$ cat config.mk
export PLATFORM = sky130hd
export DESIGN_NAME = ram_arbiter_flat
export DESIGN_NICKNAME = d
export VERILOG_FILES = /design/src/rtl/ram_arb_pkg.sv /design/src/rtl/ram_arbiter_if.sv /design/src/rtl/rd_return_pipe.sv /design/src/rtl/ram_arbiter.sv /design/src/flat_wrapper.sv
export SDC_FILE = /design/constraint.sdc
export NUM_CORES = 1
export LEC_CHECK = 0
export ABC_AREA = 1
export CORE_AREA = 4 4 80 82
export CTS_BUF_LIST = sky130_fd_sc_hd__clkbuf_8
export CTS_CLUSTER_DIAMETER = 150
export DETAILED_ROUTE_END_ITERATION = 12
export DIE_AREA = 0 0 84 86
export PLACE_DENSITY = 0.95
export SYNTH_ARGS = -nofsm -noshare
export SYNTH_HDL_FRONTEND = slang
export SYNTH_HIERARCHICAL = 1
export SYNTH_SLANG_ARGS = --single-unit
$ cat constraint.sdc
create_clock -name clock -period 1.8 [get_ports clock]
set_input_delay 0.45 -clock clock [delete_from_list [all_inputs] [get_ports clock]]
set_output_delay 0.45 -clock clock [all_outputs]
set_load 0.02 [all_outputs]
$ cat src/rtl/ram_arb_pkg.sv
// Shared types and defaults for the RAM arbiter (ram_arbiter and its sub-module).
package ram_arb_pkg;

    localparam int unsigned ADDR_W_DEF = 16;
    localparam int unsigned DATA_W_DEF = 16;

    typedef enum logic {
        UNLOCKED = 1'b0,
        LOCKED   = 1'b1
    } arb_state_t;

    typedef enum logic {
        OWN_CPU = 1'b0,
        OWN_LDR = 1'b1
    } owner_t;

endpackage

$ cat src/rtl/ram_arbiter_if.sv
// Requester and RAM-side bus of the RAM arbiter.
// slave: the arbiter; master: the CPU/loader/RAM environment.
interface ram_arbiter_if #(
    parameter int unsigned ADDR_W = ram_arb_pkg::ADDR_W_DEF,
    parameter int unsigned DATA_W = ram_arb_pkg::DATA_W_DEF
) ();

    logic              cpu_req;
    logic              cpu_we;
    logic [ADDR_W-1:0] cpu_addr;
    logic [DATA_W-1:0] cpu_wdata;
    logic              cpu_gnt;
    logic              cpu_rvalid;
    logic [DATA_W-1:0] cpu_rdata;

    logic              ldr_req;
    logic              ldr_we;
    logic [ADDR_W-1:0] ldr_addr;
    logic [DATA_W-1:0] ldr_wdata;
    logic              ldr_gnt;
    logic              ldr_rvalid;
    logic [DATA_W-1:0] ldr_rdata;
    logic              ldr_lock;
    logic              locked;

    logic [ADDR_W-1:0] address_ram;
    logic [DATA_W-1:0] data_ram;
    logic              wren_ram;
    logic [DATA_W-1:0] q_ram;

    modport slave (
        input  cpu_req, cpu_we, cpu_addr, cpu_wdata,
        output cpu_gnt, cpu_rvalid, cpu_rdata,
        input  ldr_req, ldr_we, ldr_addr, ldr_wdata, ldr_lock,
        output ldr_gnt, ldr_rvalid, ldr_rdata, locked,
        output address_ram, data_ram, wren_ram,
        input  q_ram
    );

    modport master (
        output cpu_req, cpu_we, cpu_addr, cpu_wdata,
        input  cpu_gnt, cpu_rvalid, cpu_rdata,
        output ldr_req, ldr_we, ldr_addr, ldr_wdata, ldr_lock,
        input  ldr_gnt, ldr_rvalid, ldr_rdata, locked,
        input  address_ram, data_ram, wren_ram,
        output q_ram
    );

endinterface

$ cat src/rtl/rd_return_pipe.sv
// Read-return pipeline: RD_LAT-deep {valid, owner} shift register that lines up with
// q_ram, plus per-requester rdata steering and hold registers.
module rd_return_pipe
    import ram_arb_pkg::*;
#(
    parameter int unsigned DATA_W = DATA_W_DEF,
    parameter int unsigned RD_LAT = 1
) (
    input  logic              i_clock,
    input  logic              i_reset_n,
    input  logic              i_issue,
    input  owner_t            i_owner,
    input  logic [DATA_W-1:0] i_q_ram,
    output logic              o_cpu_rvalid,
    output logic [DATA_W-1:0] o_cpu_rdata,
    output logic              o_ldr_rvalid,
    output logic [DATA_W-1:0] o_ldr_rdata
);

    logic [RD_LAT-1:0] r_vld;
    logic [RD_LAT-1:0] r_own;
    logic [DATA_W-1:0] r_cpu_rdata;
    logic [DATA_W-1:0] r_ldr_rdata;
    logic              w_cpu_hit;
    logic              w_ldr_hit;

    // Shift issued reads toward the stage that coincides with valid q_ram.
    always_ff @(posedge i_clock or negedge i_reset_n) begin
        if (!i_reset_n) begin
            r_vld <= '0;
            r_own <= '0;
        end else begin
            r_vld[0] <= i_issue;
            r_own[0] <= (i_owner == OWN_LDR);
            for (int i = 1; i < int'(RD_LAT); i++) begin
                r_vld[i] <= r_vld[i-1];
                r_own[i] <= r_own[i-1];
            end
        end
    end

    // Decode the pipeline tail into per-owner hits.
    always_comb begin
        w_cpu_hit = r_vld[RD_LAT-1] && !r_own[RD_LAT-1];
        w_ldr_hit = r_vld[RD_LAT-1] &&  r_own[RD_LAT-1];
    end

    // Capture returned data so the non-owner side keeps its last value.
    always_ff @(posedge i_clock or negedge i_reset_n) begin
        if (!i_reset_n) begin
            r_cpu_rdata <= '0;
            r_ldr_rdata <= '0;
        end else begin
            if (w_cpu_hit) r_cpu_rdata <= i_q_ram;
            if (w_ldr_hit) r_ldr_rdata <= i_q_ram;
        end
    end

    // Present q_ram directly in the return cycle, otherwise the held value.
    always_comb begin
        o_cpu_rvalid = w_cpu_hit;
        o_ldr_rvalid = w_ldr_hit;
        o_cpu_rdata  = w_cpu_hit ? i_q_ram : r_cpu_rdata;
        o_ldr_rdata  = w_ldr_hit ? i_q_ram : r_ldr_rdata;
    end

endmodule

$ cat src/rtl/ram_arbiter.sv
// Single-port RAM arbiter between CPU core and host loader: round-robin under contention,
// loader lock for bulk load, owner-tagged read return.
// Optional debug dump ports are built when RAM_ARBITER_DEBUG_EN is defined.
// The attached RAM must use new-data read-during-write mode.
module ram_arbiter
    import ram_arb_pkg::*;
#(
    parameter int unsigned ADDR_W = ADDR_W_DEF,
    parameter int unsigned DATA_W = DATA_W_DEF,
    parameter int unsigned RD_LAT = 1
) (
    input  logic         clock,
    input  logic         reset_n,
    ram_arbiter_if.slave bus
`ifdef RAM_ARBITER_DEBUG_EN
    ,
    output logic [1:0]   dbg_owner,
    output logic [15:0]  dbg_state,
    output logic [15:0]  dbg_cpu_wait,
    output logic [15:0]  dbg_ldr_cnt
`endif
);

    arb_state_t        r_state;
    arb_state_t        w_state_nxt;
    owner_t            r_last_owner;
    owner_t            w_last_owner_nxt;
    logic              w_cpu_gnt;
    logic              w_ldr_gnt;
    logic [ADDR_W-1:0] w_addr;
    logic [DATA_W-1:0] w_data;
    logic              w_wren;
    logic              w_rd_issue;
    owner_t            w_rd_owner;

    // State and round-robin history registers.
    always_ff @(posedge clock or negedge reset_n) begin
        if (!reset_n) begin
            r_state      <= UNLOCKED;
            r_last_owner <= OWN_CPU;
        end else begin
            r_state      <= w_state_nxt;
            r_last_owner <= w_last_owner_nxt;
        end
    end

    // Next state: lock on a locking loader grant, unlock whenever ldr_lock drops.
    always_comb begin
        w_state_nxt      = r_state;
        w_last_owner_nxt = r_last_owner;
        if (w_cpu_gnt) w_last_owner_nxt = OWN_CPU;
        if (w_ldr_gnt) w_last_owner_nxt = OWN_LDR;
        case (r_state)
            UNLOCKED: if (w_ldr_gnt && bus.ldr_lock) w_state_nxt = LOCKED;
            LOCKED:   if (!bus.ldr_lock) w_state_nxt = UNLOCKED;
            default:  w_state_nxt = UNLOCKED;
        endcase
    end

    // Grant decode; both grants are held low while reset is asserted.
    always_comb begin
        w_cpu_gnt = 1'b0;
        w_ldr_gnt = 1'b0;
        if (reset_n) begin
            case (r_state)
                LOCKED: w_ldr_gnt = bus.ldr_req;
                default: begin
                    if (bus.cpu_req && bus.ldr_req) begin
                        w_ldr_gnt = (r_last_owner == OWN_CPU);
                        w_cpu_gnt = (r_last_owner == OWN_LDR);
                    end else begin
                        w_cpu_gnt = bus.cpu_req;
                        w_ldr_gnt = bus.ldr_req;
                    end
                end
            endcase
        end
    end

    // RAM mux: granted requester drives the RAM, idle bus is all zero.
    always_comb begin
        w_addr     = '0;
        w_data     = '0;
        w_wren     = 1'b0;
        w_rd_issue = 1'b0;
        w_rd_owner = OWN_CPU;
        if (w_cpu_gnt) begin
            w_addr     = bus.cpu_addr;
            w_data     = bus.cpu_wdata;
            w_wren     = bus.cpu_we;
            w_rd_issue = !bus.cpu_we;
        end else if (w_ldr_gnt) begin
            w_addr     = bus.ldr_addr;
            w_data     = bus.ldr_wdata;
            w_wren     = bus.ldr_we;
            w_rd_issue = !bus.ldr_we;
            w_rd_owner = OWN_LDR;
        end
    end

    assign bus.cpu_gnt     = w_cpu_gnt;
    assign bus.ldr_gnt     = w_ldr_gnt;
    assign bus.address_ram = w_addr;
    assign bus.data_ram    = w_data;
    assign bus.wren_ram    = w_wren;
    assign bus.locked      = (r_state == LOCKED);

    rd_return_pipe #(
        .DATA_W (DATA_W),
        .RD_LAT (RD_LAT)
    ) u_rd_return_pipe (
        .i_clock      (clock),
        .i_reset_n    (reset_n),
        .i_issue      (w_rd_issue),
        .i_owner      (w_rd_owner),
        .i_q_ram      (bus.q_ram),
        .o_cpu_rvalid (bus.cpu_rvalid),
        .o_cpu_rdata  (bus.cpu_rdata),
        .o_ldr_rvalid (bus.ldr_rvalid),
        .o_ldr_rdata  (bus.ldr_rdata)
    );

`ifdef RAM_ARBITER_DEBUG_EN
    logic [1:0]  r_dbg_owner;
    logic [15:0] r_dbg_cpu_wait;
    logic [15:0] r_dbg_ldr_cnt;

    // Debug dump: last-cycle grants, saturating CPU stall count, loader grant count.
    always_ff @(posedge clock or negedge reset_n) begin
        if (!reset_n) begin
            r_dbg_owner    <= '0;
            r_dbg_cpu_wait <= '0;
            r_dbg_ldr_cnt  <= '0;
        end else begin
            r_dbg_owner <= {w_ldr_gnt, w_cpu_gnt};
            if (bus.cpu_req && !w_cpu_gnt && (r_dbg_cpu_wait != 16'hFFFF)) begin
                r_dbg_cpu_wait <= r_dbg_cpu_wait + 16'd1;
            end
            if (w_ldr_gnt) r_dbg_ldr_cnt <= r_dbg_ldr_cnt + 16'd1;
        end
    end

    assign dbg_owner    = r_dbg_owner;
    assign dbg_state    = {15'd0, r_state};
    assign dbg_cpu_wait = r_dbg_cpu_wait;
    assign dbg_ldr_cnt  = r_dbg_ldr_cnt;
`endif

endmodule

$ cat src/flat_wrapper.sv
// flat-port wrapper written by rule: the top's interface ports become plain ports
module ram_arbiter_flat import ram_arb_pkg::*;
#(
    parameter int unsigned ADDR_W = ADDR_W_DEF,
    parameter int unsigned DATA_W = DATA_W_DEF,
    parameter int unsigned RD_LAT = 1
)
  (clock, reset_n, bus_cpu_req, bus_cpu_we, bus_cpu_addr, bus_cpu_wdata, bus_cpu_gnt, bus_cpu_rvalid, bus_cpu_rdata, bus_ldr_req, bus_ldr_we, bus_ldr_addr, bus_ldr_wdata, bus_ldr_lock, bus_ldr_gnt, bus_ldr_rvalid, bus_ldr_rdata, bus_locked, bus_address_ram, bus_data_ram, bus_wren_ram, bus_q_ram);
  ram_arbiter_if #(.ADDR_W(ADDR_W), .DATA_W(DATA_W)) bus_i ();
  input  logic clock;
  input  logic reset_n;
  input wire logic [$bits(bus_i.cpu_req)-1:0] bus_cpu_req;
  input wire logic [$bits(bus_i.cpu_we)-1:0] bus_cpu_we;
  input wire logic [$bits(bus_i.cpu_addr)-1:0] bus_cpu_addr;
  input wire logic [$bits(bus_i.cpu_wdata)-1:0] bus_cpu_wdata;
  output wire logic [$bits(bus_i.cpu_gnt)-1:0] bus_cpu_gnt;
  output wire logic [$bits(bus_i.cpu_rvalid)-1:0] bus_cpu_rvalid;
  output wire logic [$bits(bus_i.cpu_rdata)-1:0] bus_cpu_rdata;
  input wire logic [$bits(bus_i.ldr_req)-1:0] bus_ldr_req;
  input wire logic [$bits(bus_i.ldr_we)-1:0] bus_ldr_we;
  input wire logic [$bits(bus_i.ldr_addr)-1:0] bus_ldr_addr;
  input wire logic [$bits(bus_i.ldr_wdata)-1:0] bus_ldr_wdata;
  input wire logic [$bits(bus_i.ldr_lock)-1:0] bus_ldr_lock;
  output wire logic [$bits(bus_i.ldr_gnt)-1:0] bus_ldr_gnt;
  output wire logic [$bits(bus_i.ldr_rvalid)-1:0] bus_ldr_rvalid;
  output wire logic [$bits(bus_i.ldr_rdata)-1:0] bus_ldr_rdata;
  output wire logic [$bits(bus_i.locked)-1:0] bus_locked;
  output wire logic [$bits(bus_i.address_ram)-1:0] bus_address_ram;
  output wire logic [$bits(bus_i.data_ram)-1:0] bus_data_ram;
  output wire logic [$bits(bus_i.wren_ram)-1:0] bus_wren_ram;
  input wire logic [$bits(bus_i.q_ram)-1:0] bus_q_ram;
  assign bus_i.cpu_req = bus_cpu_req;
  assign bus_i.cpu_we = bus_cpu_we;
  assign bus_i.cpu_addr = bus_cpu_addr;
  assign bus_i.cpu_wdata = bus_cpu_wdata;
  assign bus_cpu_gnt = bus_i.cpu_gnt;
  assign bus_cpu_rvalid = bus_i.cpu_rvalid;
  assign bus_cpu_rdata = bus_i.cpu_rdata;
  assign bus_i.ldr_req = bus_ldr_req;
  assign bus_i.ldr_we = bus_ldr_we;
  assign bus_i.ldr_addr = bus_ldr_addr;
  assign bus_i.ldr_wdata = bus_ldr_wdata;
  assign bus_i.ldr_lock = bus_ldr_lock;
  assign bus_ldr_gnt = bus_i.ldr_gnt;
  assign bus_ldr_rvalid = bus_i.ldr_rvalid;
  assign bus_ldr_rdata = bus_i.ldr_rdata;
  assign bus_locked = bus_i.locked;
  assign bus_address_ram = bus_i.address_ram;
  assign bus_data_ram = bus_i.data_ram;
  assign bus_wren_ram = bus_i.wren_ram;
  assign bus_i.q_ram = bus_q_ram;
  ram_arbiter #(.ADDR_W(ADDR_W), .DATA_W(DATA_W), .RD_LAT(RD_LAT)) u_core (.clock(clock), .reset_n(reset_n), .bus(bus_i));
endmodule
## Yosys cells after proc, flatten, opt, wreduce, memory -nomap -nowiden

Index checks and enable logic that the tools add are counted.

| storage, ports and cells | value |
|---|---|
| bits in registers | 36 |
| bits of input ports | 87 |
| output and inout bits | 70 |

| cells by class | value |
|---|---|
| multiplexer cells | 23 |
| bitwise operators | 2 |
| reductions and logical operators | 8 |

Operator list:

| kind | number |
|---|---|
| 16-bit two-way mux | 6 |
| 1-bit two-way mux | 16 |
| 1-bit logical AND | 4 |
| 1-bit zero test | 3 |
| 1-bit inverter | 2 |
| 1-bit case mux with 2 select lines | 1 |
| 2-bit nonzero test | 1 |

## Longest topological paths before layout

Gate-level depths: netlist of run 1.

| logic depth | value |
|---|---|
| word-level depth | 7 |
| gate-level depth with buffers | 6 |
| gate-level depth less buffers | 5 |

## Hierarchy

Netlist of run 1, hierarchy kept.

By module, submodules not included:

| module | instances | cells an instance | area an instance (µm²) | sequential area each (µm²) |
|---|---|---|---|---|
| rd_return_pipe | 1 | 144 | 1,377.6 | 850.8 |
| ram_arbiter | 1 | 140 | 745.7 | 50.0 |

## Least setup slack after synthesis of run 1

Ideal clock, no wire load.

| path | value |
|---|---|
| path type | in2out |
| from | in reset_n |
| to | out bus_address_ram[10] |
| data arrival time | 1.142 ns |
| required time | 1.350 ns |
| slack | 0.208 ns |
| cell stages on the path | 6 |
| buffers on the path | 2 |
| cell sequence | buf_4 -> nand2_2 -> inv_4 -> buf_2 -> nand3_1 -> nand2_1 |

| between the ends | value |
|---|---|
| word-level cells in the longest chain between the ends | 3 |

RTL lines:

| what | RTL line | RTL |
|---|---|---|
| start, declared | flat_wrapper.sv:11 | `input logic reset_n;` |
| 1-bit two-way mux | ram_arbiter.sv:64 | `if (reset_n) begin` |
| 16-bit two-way mux | ram_arbiter.sv:92 | `end else if (w_ldr_gnt) begin` |
| 16-bit two-way mux * | ram_arbiter.sv:87 | `if (w_cpu_gnt) begin` |
| end, declared | flat_wrapper.sv:28 | `output wire logic [$bits(bus_i.address_ram)-1:0] bus_address_ram;` |

Every way passes the cells marked *; elsewhere a longest branch is shown, timed or not.

## Final worst setup path of run 1

| path | value |
|---|---|
| from | reg u_core.r_state, in the netlist u_core/bus.locked |
| to | out bus_data_ram[2] |

| between the ends | value |
|---|---|
| word-level cells in the longest chain between the ends | 4 |

RTL lines:

| what | RTL line | RTL |
|---|---|---|
| start, declared | ram_arbiter.sv:24 | `arb_state_t r_state;` |
| start signal, assigned | ram_arbiter.sv:42 | `r_state <= w_state_nxt;` |
| 1-bit two-way mux | ram_arbiter.sv:65 | `case (r_state)` |
| 1-bit two-way mux | ram_arbiter.sv:64 |  |
| 16-bit two-way mux | ram_arbiter.sv:92 |  |
| 16-bit two-way mux * | ram_arbiter.sv:87 |  |
| end, declared | flat_wrapper.sv:29 | `output wire logic [$bits(bus_i.data_ram)-1:0] bus_data_ram;` |

Marked as above.

==> run_results.csv, run 1 <==
group,metric,value,unit
synth,yosysSeqAreaShare,0.424,
synth,synth.avg_cell_area,7.48,um^2
cts,clock-sinks,36,
sta,max_freq,501,MHz
floorplanning,initial_core_util,0.370,
global_routing,grt_pass1_vias,3092,
route,ant_nets,0,
sta,period_needed,2.00,ns
worst_setup_path,startpoint_type,"register",
placed_design,post-dp-hpwl,6370,um
worst_setup_path,reg2reg_from,"u_core/u_rd_return_pipe/r_vld",
route,drc_errors,0,
job,cap_viol_max_count,0,
pwr,p_leak,2.41,nW
sta,worstMarginPinSlew,0.278,ns
global_routing,overflow,0,
synth,yosysTopAreaCellShare,0.424,
synth,ys_ff_latch,36,
route,wl_per_cell,20.6,um
worst_setup_path,cp.required,1.35,ns
worst_setup_path,worstPathArrival,1.55,ns
global_routing,grt.total_usage,0.241,
global_routing,grt_first_pass_wirelength,14200,um
cts,cts_tree,"built",
worst_setup_path,rrSetupSlack,0.50,ns
finish,drive_gt1_frac,0.536,
pwr,power.total,4.50,mW
floorplanning,die_h,86,um
synth,yosys.area.top_type,"dfrtp_1",
route,drtPass1Iterations,5,
sta,fin_crit_sh,1.11,
sta,worst_slack,-0.197,ns
sta,rsz0062_at_grt,"yes",
synth,synthCells,284,
status,status,"finished with violations",
synth,synth_fa_ha_area_frac,0,
placed_design,place_ws,-0.821,ns
synth,yosysUniqueCellTypes,19,
route,vias,3286,
synth,yosys.area_share.simple,0.477,
route,wirelength,11900,um
pwr,ir_drop,743,uV
floorplanning,die_area,0.00722,mm^2
pwr,p_per_area,890,mW/mm^2
worst_setup_path,r2r_cells,6,
finish,fin_area,0.00505,mm^2
worst_setup_path,worstReg2RegEnd,"u_core/u_rd_return_pipe/r_ldr_rdata[12]",
cts,cts_root_buffer,"clkbuf_8",
cts,h-tree-depth,2,
sta,slew_violations,0,
sta,skew,0.00490,ns
cts,insertion_delay,0.28,ns
placed_design,port_buffers,156,
synth,syn_area,0.00212,mm^2
floorplanning,ioPinCount,157,
finish,area_delta_synth_final,138,%
placed_design,gp_congestion,0.797,
sta,finalSetupViolCount,45,
worst_setup_path,end_kind,"output pin",
synth,synth_area_leaders,"dfrtp_1 (42%), nand2_1 (18%), nand3_1 (16%)",
synth,synth_top_family_by_area,"simple AND/OR/NAND/NOR gates",
floorplanning,coreArea,0.00575,mm^2
placed_design,place_area,0.00403,mm^2
finish,final_util,0.880,
synth,synth_xor_area_frac,0,
floorplanning,rows,28,
synth,yosys_warnings,6,
route,viasPerCell,5.71,
global_routing,antenna_found_initial,0,
finish,fillers,258,
cts,cts_buffers,5,
worst_setup_path,worst-path-max-fanout,17,
sta,hold_violations,0,
synth,synth_compound_area_frac,0.00236,
synth,muxShareOfSynthArea,0,
global_routing,grt_max_degree,22,
finish,insertedDiodeCount,0,
cts,clk_path_buf_depth,2,
worst_hold_path,min_path_type,"input port to asynchronous set/reset pin",
cts,clk_pin_slew,0.07,ns
route,drtIter0Drc,158,
finish,most-common-layout-cells,"clkdlybuf4s50_1 (82), buf_6 (60), buf_4 (59)",
floorplanning,die_w,84,um
finish,fin_nets,586,
finish,final_common_cell,"clkdlybuf4s50_1",
sta,slew-limit-headroom,0.815,
status,failed_checks,"negative setup slack",
worst_setup_path,crit_type,"register to output pin",
synth,syn_nets,371,
worst max path at each step:
stage / slack [ns] / to / startpoint
2_1_floorplan: 0.21 / bus_address_ram[10] / reset_n
3_3_place_gp: -0.77 / bus_data_ram[5] / bus_cpu_req
3_5_place_dp: -0.82 / bus_data_ram[13] / bus_cpu_req
4_1_cts: -0.15 / bus_address_ram[6] / u_core/bus.locked
5_1_grt: -0.24 / bus_data_ram[2] / u_core/bus.locked
6_report: -0.20 / bus_data_ram[2] / u_core/bus.locked
metrics by stage:
| stage | hold slack (ns) | instances | TNS [ns] |
|---|---|---|---|
| after floorplan | 0.154 | 284 | 0 |
| after global placement | 0.455 | 531 | -37.66 |
| after detailed placement | 0.457 | 531 | -38.69 |
| after CTS | 0.192 | 551 | -3.04 |
| after global routing | 0.204 | 575 | -7.27 |
| final | 0.206 | 575 | -4.16 |
state kept, by name, summed over array words and instances, names as in the netlist:
register,flops
u_core/u_rd_return_pipe/r_vld,1
u_core/r_last_owner,1
u_core/u_rd_return_pipe/r_own,1
u_core/u_rd_return_pipe/r_ldr_rdata,16
u_core/bus.locked,1
u_core/u_rd_return_pipe/r_cpu_rdata,16
logic make-up after synthesis:
family / count (synthesis)
DFF: 36
AOI/OAI and AO/OA: 1
buffers and inverters: 35
and+or+nand+nor: 212
power by group:
group	switching (mW)	internal, mW
clock network	0.283	0.301
logic	1.36	1.36
registers	0.138	1.06
worst max-delay path, stage by stage (launching register included):
cell and delay [ns]:
dfrtp_2 0.44, nor2_4 0.16, buf_4 0.15, buf_16 0.14, nand4_1 0.15, nand2_2 0.10, buf_6 0.12
cell usage after synthesis:
cell type  instances
a21oi_1            1
buf_2             11
buf_4              8
buf_6              3
clkbuf_1           3
dfrtp_1           36
inv_1              6
inv_2              2
inv_4              1
inv_6              1
nand2_1          104
nand2_2            2
nand2_4            1
nand2_8            1
nand3_1           66
nand3_2            1
nand3b_1           1
nand4_1           35
nor2_4             1
area by class of cell:
cell class	count	area, um^2	area share
Multi-Input combinational cell	216	1450	0.287
Clock buffer	6	82.6	0.0163
Timing Repair inverter	2	22.5	0.00446
Sequential cell	36	906	0.179
Clock inverter	2	7.51	0.00149
Tap cell	75	93.8	0.0186
Timing Repair Buffer	228	2420	0.480
Inverter	10	66.3	0.0131
routing by layer:
metal  routed length [um]  global-route usage  up-vias
met4                  747               0.107        0
met1                 3970               0.243     1561
met3                 1090              0.0672       66
li1                     -                   -     1401
met2                 6050               0.461      258
met5                    0                   0        -
timing repair:
item	CTS	global route
endpoints found under the setup margin	70	66
hold buffers	0	0
setup buffers	6	18
resized for setup	368	167
gates cloned	6	8
pin swaps	6	34
Power figures use the tool's default switching activity.
==> run 2: changes to the inputs <==
PLACE_DENSITY = unset   (was 0.95)
PLACE_DENSITY_LB_ADDON = 0.08   (was unset)
==> run 2 against run 1 <==
The run still ends with negative setup slack left. Clock skew up 0.0014 ns. Setup slack better by 0.020 ns. Critical path depth up 1. Total power up 7.9%.
==> run_results.csv, run 2 (synthesis results as in run 1) <==
group,metric,value,unit
floorplanning,die_w,84,um
floorplanning,ioPinCount,157,
global_routing,grt_max_degree,33,
route,wirelength,12900,um
finish,fin_nets,580,
finish,drive_gt1_frac,0.587,
sta,skew,0.00629,ns
floorplanning,die_h,86,um
sta,rsz0062_at_grt,"yes",
floorplanning,coreArea,0.00575,mm^2
pwr,intPower,2.90,mW
pwr,ir_drop,758,uV
sta,max_freq,506,MHz
cts,clock-sinks,36,
floorplanning,die_area,0.00722,mm^2
pwr,power.total,4.85,mW
worst_setup_path,crit_type,"register to output pin",
route,met2WireLength,6820,um
cts,h-tree-depth,2,
cts,clk_pin_slew,0.08,ns
pwr,netSwitchingFraction,0.401,
sta,hold_violations,0,
route,drtPass1Iterations,4,
finish,final_common_cell,"clkdlybuf4s50_1",
worst_setup_path,r2r_cells,11,
placed_design,port_buffers,156,
worst_setup_path,rrSetupSlack,-0.03,ns
cts,clk_path_buf_depth,2,
global_routing,grt_first_pass_wirelength,14000,um
worst_setup_path,worst-path-max-fanout,8,
worst_setup_path,startpoint_type,"register",
worst_setup_path,reg2reg_from,"u_core/u_rd_return_pipe/r_own",
status,failed_checks,"negative setup slack",
pwr,p_sw,1.95,mW
pwr,p_per_area,902,mW/mm^2
cts,cts_tree,"built",
route,ant_nets,0,
finish,fillers,182,
cts,cts_buffers,5,
sta,slew_violations,0,
sta,slew-limit-headroom,0.751,
global_routing,overflow,0,
sta,finalSetupViolCount,68,
worst_setup_path,worstReg2RegEnd,"u_core/u_rd_return_pipe/r_cpu_rdata[8]",
global_routing,antenna_found_initial,0,
floorplanning,rows,28,
route,drc_errors,0,
route,drtIter0Drc,188,
placed_design,place_ws,-0.778,ns
sta,worst_slack,-0.177,ns
global_routing,grt_pass1_vias,2869,
worst_hold_path,min_path_type,"input port to asynchronous set/reset pin",
finish,insertedDiodeCount,0,
route,wl_met3,924,um
worst_setup_path,end_kind,"output pin",
sta,worstMarginPinSlew,0.374,ns
pwr,clkPwrFrac,0.150,
job,cap_viol_max_count,0,
global_routing,grt.total_usage,0.240,
finish,top_regs,"u_core/u_rd_return_pipe/r_cpu_rdata (16), u_core/u_rd_return_pipe/r_ldr_rdata (16)",
floorplanning,initial_core_util,0.370,
finish,area_delta_synth_final,153,%
route,wl_met1,4660,um
pwr,power_frac_comb,0.601,
cts,holdBufCountCts,0,
finish,most-common-layout-cells,"clkdlybuf4s50_1 (83), buf_6 (72), nand2_2 (51)",
pwr,p_leak,2.44,nW
status,status,"finished with violations",
route,wl_per_cell,22.7,um
route,viasPerCell,5.66,
pwr,seq_power_share,0.249,
sta,fin_crit_sh,1.10,
placed_design,gp_congestion,0.773,
worst_setup_path,cp.required,1.35,ns
sta,period_needed,1.98,ns
cts,cts_root_buffer,"clkbuf_8",
route,routed.top_layer,"met4",
route,vias,3223,
cts,insertion_delay,0.30,ns
placed_design,post-dp-hpwl,6140,um
worst_setup_path,worstPathArrival,1.53,ns
==> run 2: layout make-up <==
class	instances	area, um^2	share of cell area
clock buffers	5	68.8	0.0128
multi-input cells	216	1720	0.319
repair inverters	2	32.5	0.00605
clock inverters	3	38.8	0.00721
well taps	75	93.8	0.0174
inverters	10	66.3	0.0123
flip-flops and latches	36	905	0.168
repair buffers	222	2460	0.457
==> run 2: layer usage <==
| metal | vias to the layer above | track usage |
|---|---|---|
| li1 | 1400 | - |
| met1 | 1589 | 0.245 |
| met2 | 189 | 0.463 |
| met3 | 45 | 0.0720 |
| met4 | 0 | 0.0819 |
| met5 | - | 0 |
==> run 2: repair_timing <==
action                     CTS  global route
setup buffers                9            15
setup endpoints to repair   70            67
gates cloned                 5             7
pin swaps                   20            50
gates resized for setup    395           205
==> run 2: per-stage QoR <==
step	instances	area (um^2)	hold WS (ns)	utilization	setup TNS, ns
2_1_floorplan	284	2120	0.154	-	0
6_report	569	5380	0.201	0.936	-6.56
4_1_cts	549	4370	0.191	0.761	-4.57
5_1_grt	569	5380	0.194	0.936	-9.12
3_5_place_dp	527	4020	0.459	0.699	-38.00
3_3_place_gp	527	4020	0.451	0.699	-37.02
==> run 2: worst max path at each step <==
| stage | startpoint | to | cells past startpoint |
|---|---|---|---|
| 2_1_floorplan | reset_n | bus_address_ram[10] | 6 |
| 3_3_place_gp | bus_cpu_req | bus_data_ram[8] | 7 |
| 3_5_place_dp | bus_cpu_req | bus_data_ram[12] | 7 |
| 4_1_cts | u_core/bus.locked | bus_data_ram[12] | 7 |
| 5_1_grt | u_core/r_last_owner | bus_data_ram[6] | 6 |
| 6_report | u_core/bus.locked | bus_data_ram[10] | 7 |
==> run 2: power groups by stage <==
stage	Combinational [mW]	Clock [mW]	Sequential [mW]
finish	2.91	0.726	1.21
global route	3.04	0.769	1.22
CTS	2.11	0.703	1.13
detailed placement	1.98	0	1.14
global placement	1.95	0	1.13
floorplan	0.880	0	1.12
==> run 2: worst max-delay path, stage by stage (launching register included) <==
cell,delay [ns]
dfrtp_2,0.44
inv_2,0.10
nand3_4,0.11
buf_12,0.16
buf_16,0.14
nand3_2,0.08
nand2_2,0.06
buf_6,0.13
==> patch: new RTL, config.mk and constraints of run 1 <==
The package constant `ADDR_W_DEF` goes from 16 to 15.
--- a/src/rtl/ram_arb_pkg.sv
+++ b/src/rtl/ram_arb_pkg.sv
@@ -1,7 +1,7 @@
 // Shared types and defaults for the RAM arbiter (ram_arbiter and its sub-module).
 package ram_arb_pkg;
 
-    localparam int unsigned ADDR_W_DEF = 16;
+    localparam int unsigned ADDR_W_DEF = 15;
     localparam int unsigned DATA_W_DEF = 16;
 
     typedef enum logic {
Interface: changed (resized bus_address_ram, bus_cpu_addr and bus_ldr_addr); port bits go from 157 to 154. No check against the original RTL was run, so the function may have changed too.
==> patch against run 1 <==
Sequential cell count unchanged; setup slack improved by 0.064 ns; wire length fell by 6.3%; synthesized area is the same; synthesized cell count is 1.1% lower; power down 2.9%; the flow still finishes with violations (negative setup slack); design area down 3.4%; core utilization decreased by 3.0 points.
==> patch: results (changes against run 1) <==
outcome=finished, violations left; Leakage=2.344 nW (-2.7%); met1 wire length=3854 µm (-2.9%); port bufs=153 (-1.9%); Synth Instances=281 (-1.1%); Synth cell types=18 (-1); reg2reg end=u_core/u_rd_return_pipe/r_cpu_rdata[12]$_DFF_PN0_; total track usage=21.28% (-2.8 points); vias=3,075 (-6.4%); final setup fails=45 (unchanged); CP endpoint=bus_address_ram[3]; first-pass GRT wire length=12,770 µm (-10%); WL met3=943 µm (-13%); final worst setup slack=-0.1338 ns (+0.06358 ns); Reg2Reg Depth=7 (+1); failing checks=negative setup slack; grt met2 use=39.41% (-6.7 points); gp weighted congestion=0.8040 (+0.87%); initial drt markers=182 (+15%); grt met1 use=23.43% (-0.87 points); pin count of the biggest net entering global routing=38 (+73%); most instantiated cells after synthesis=104 x nand2_1, 65 x nand3_1, 36 x dfrtp_1, 34 x nand4_1, 16 x buf_4; R2R setup slack=0.46 ns (-0.04 ns); crit path DAT=1.48 ns (-0.07 ns); Detailed Place HPWL=6010 µm (-5.7%)
patch: what timing repair did:
| item | in CTS | in global routing |
|---|---|---|
| setup buffers | 6 | 15 |
| gates cloned | 2 | 14 |
| gates resized for setup | 338 | 165 |
| setup endpoints to repair | 69 | 66 |
| pin swaps | 1 | 22 |
patch: kinds of logic after synthesis:
logic type | Yosys count
AND/OR/NAND/NOR | 209
flip-flops | 36
buffers and inverters | 35
AO/OA/AOI/OAI | 1
patch: final cells by class:
type / count / area (µm²) / share of cell area (%)
multi-input cells: 213 / 1321 / 27.06
repair inverters: 2 / 22.52 / 0.4612
inverters: 10 / 63.81 / 1.307
repair buffers: 217 / 2380 / 48.73
flip-flops and latches: 36 / 905.9 / 18.55
well taps: 75 / 93.84 / 1.922
clock buffers: 7 / 96.34 / 1.973
patch: report_power, final:
group | internal [mW] | switching, mW | total (mW)
Combinational | 1.28 | 1.28 | 2.57
Clock | 0.341 | 0.285 | 0.626
Sequential | 1.05 | 0.116 | 1.17
Total | 2.68 | 1.68 | 4.36
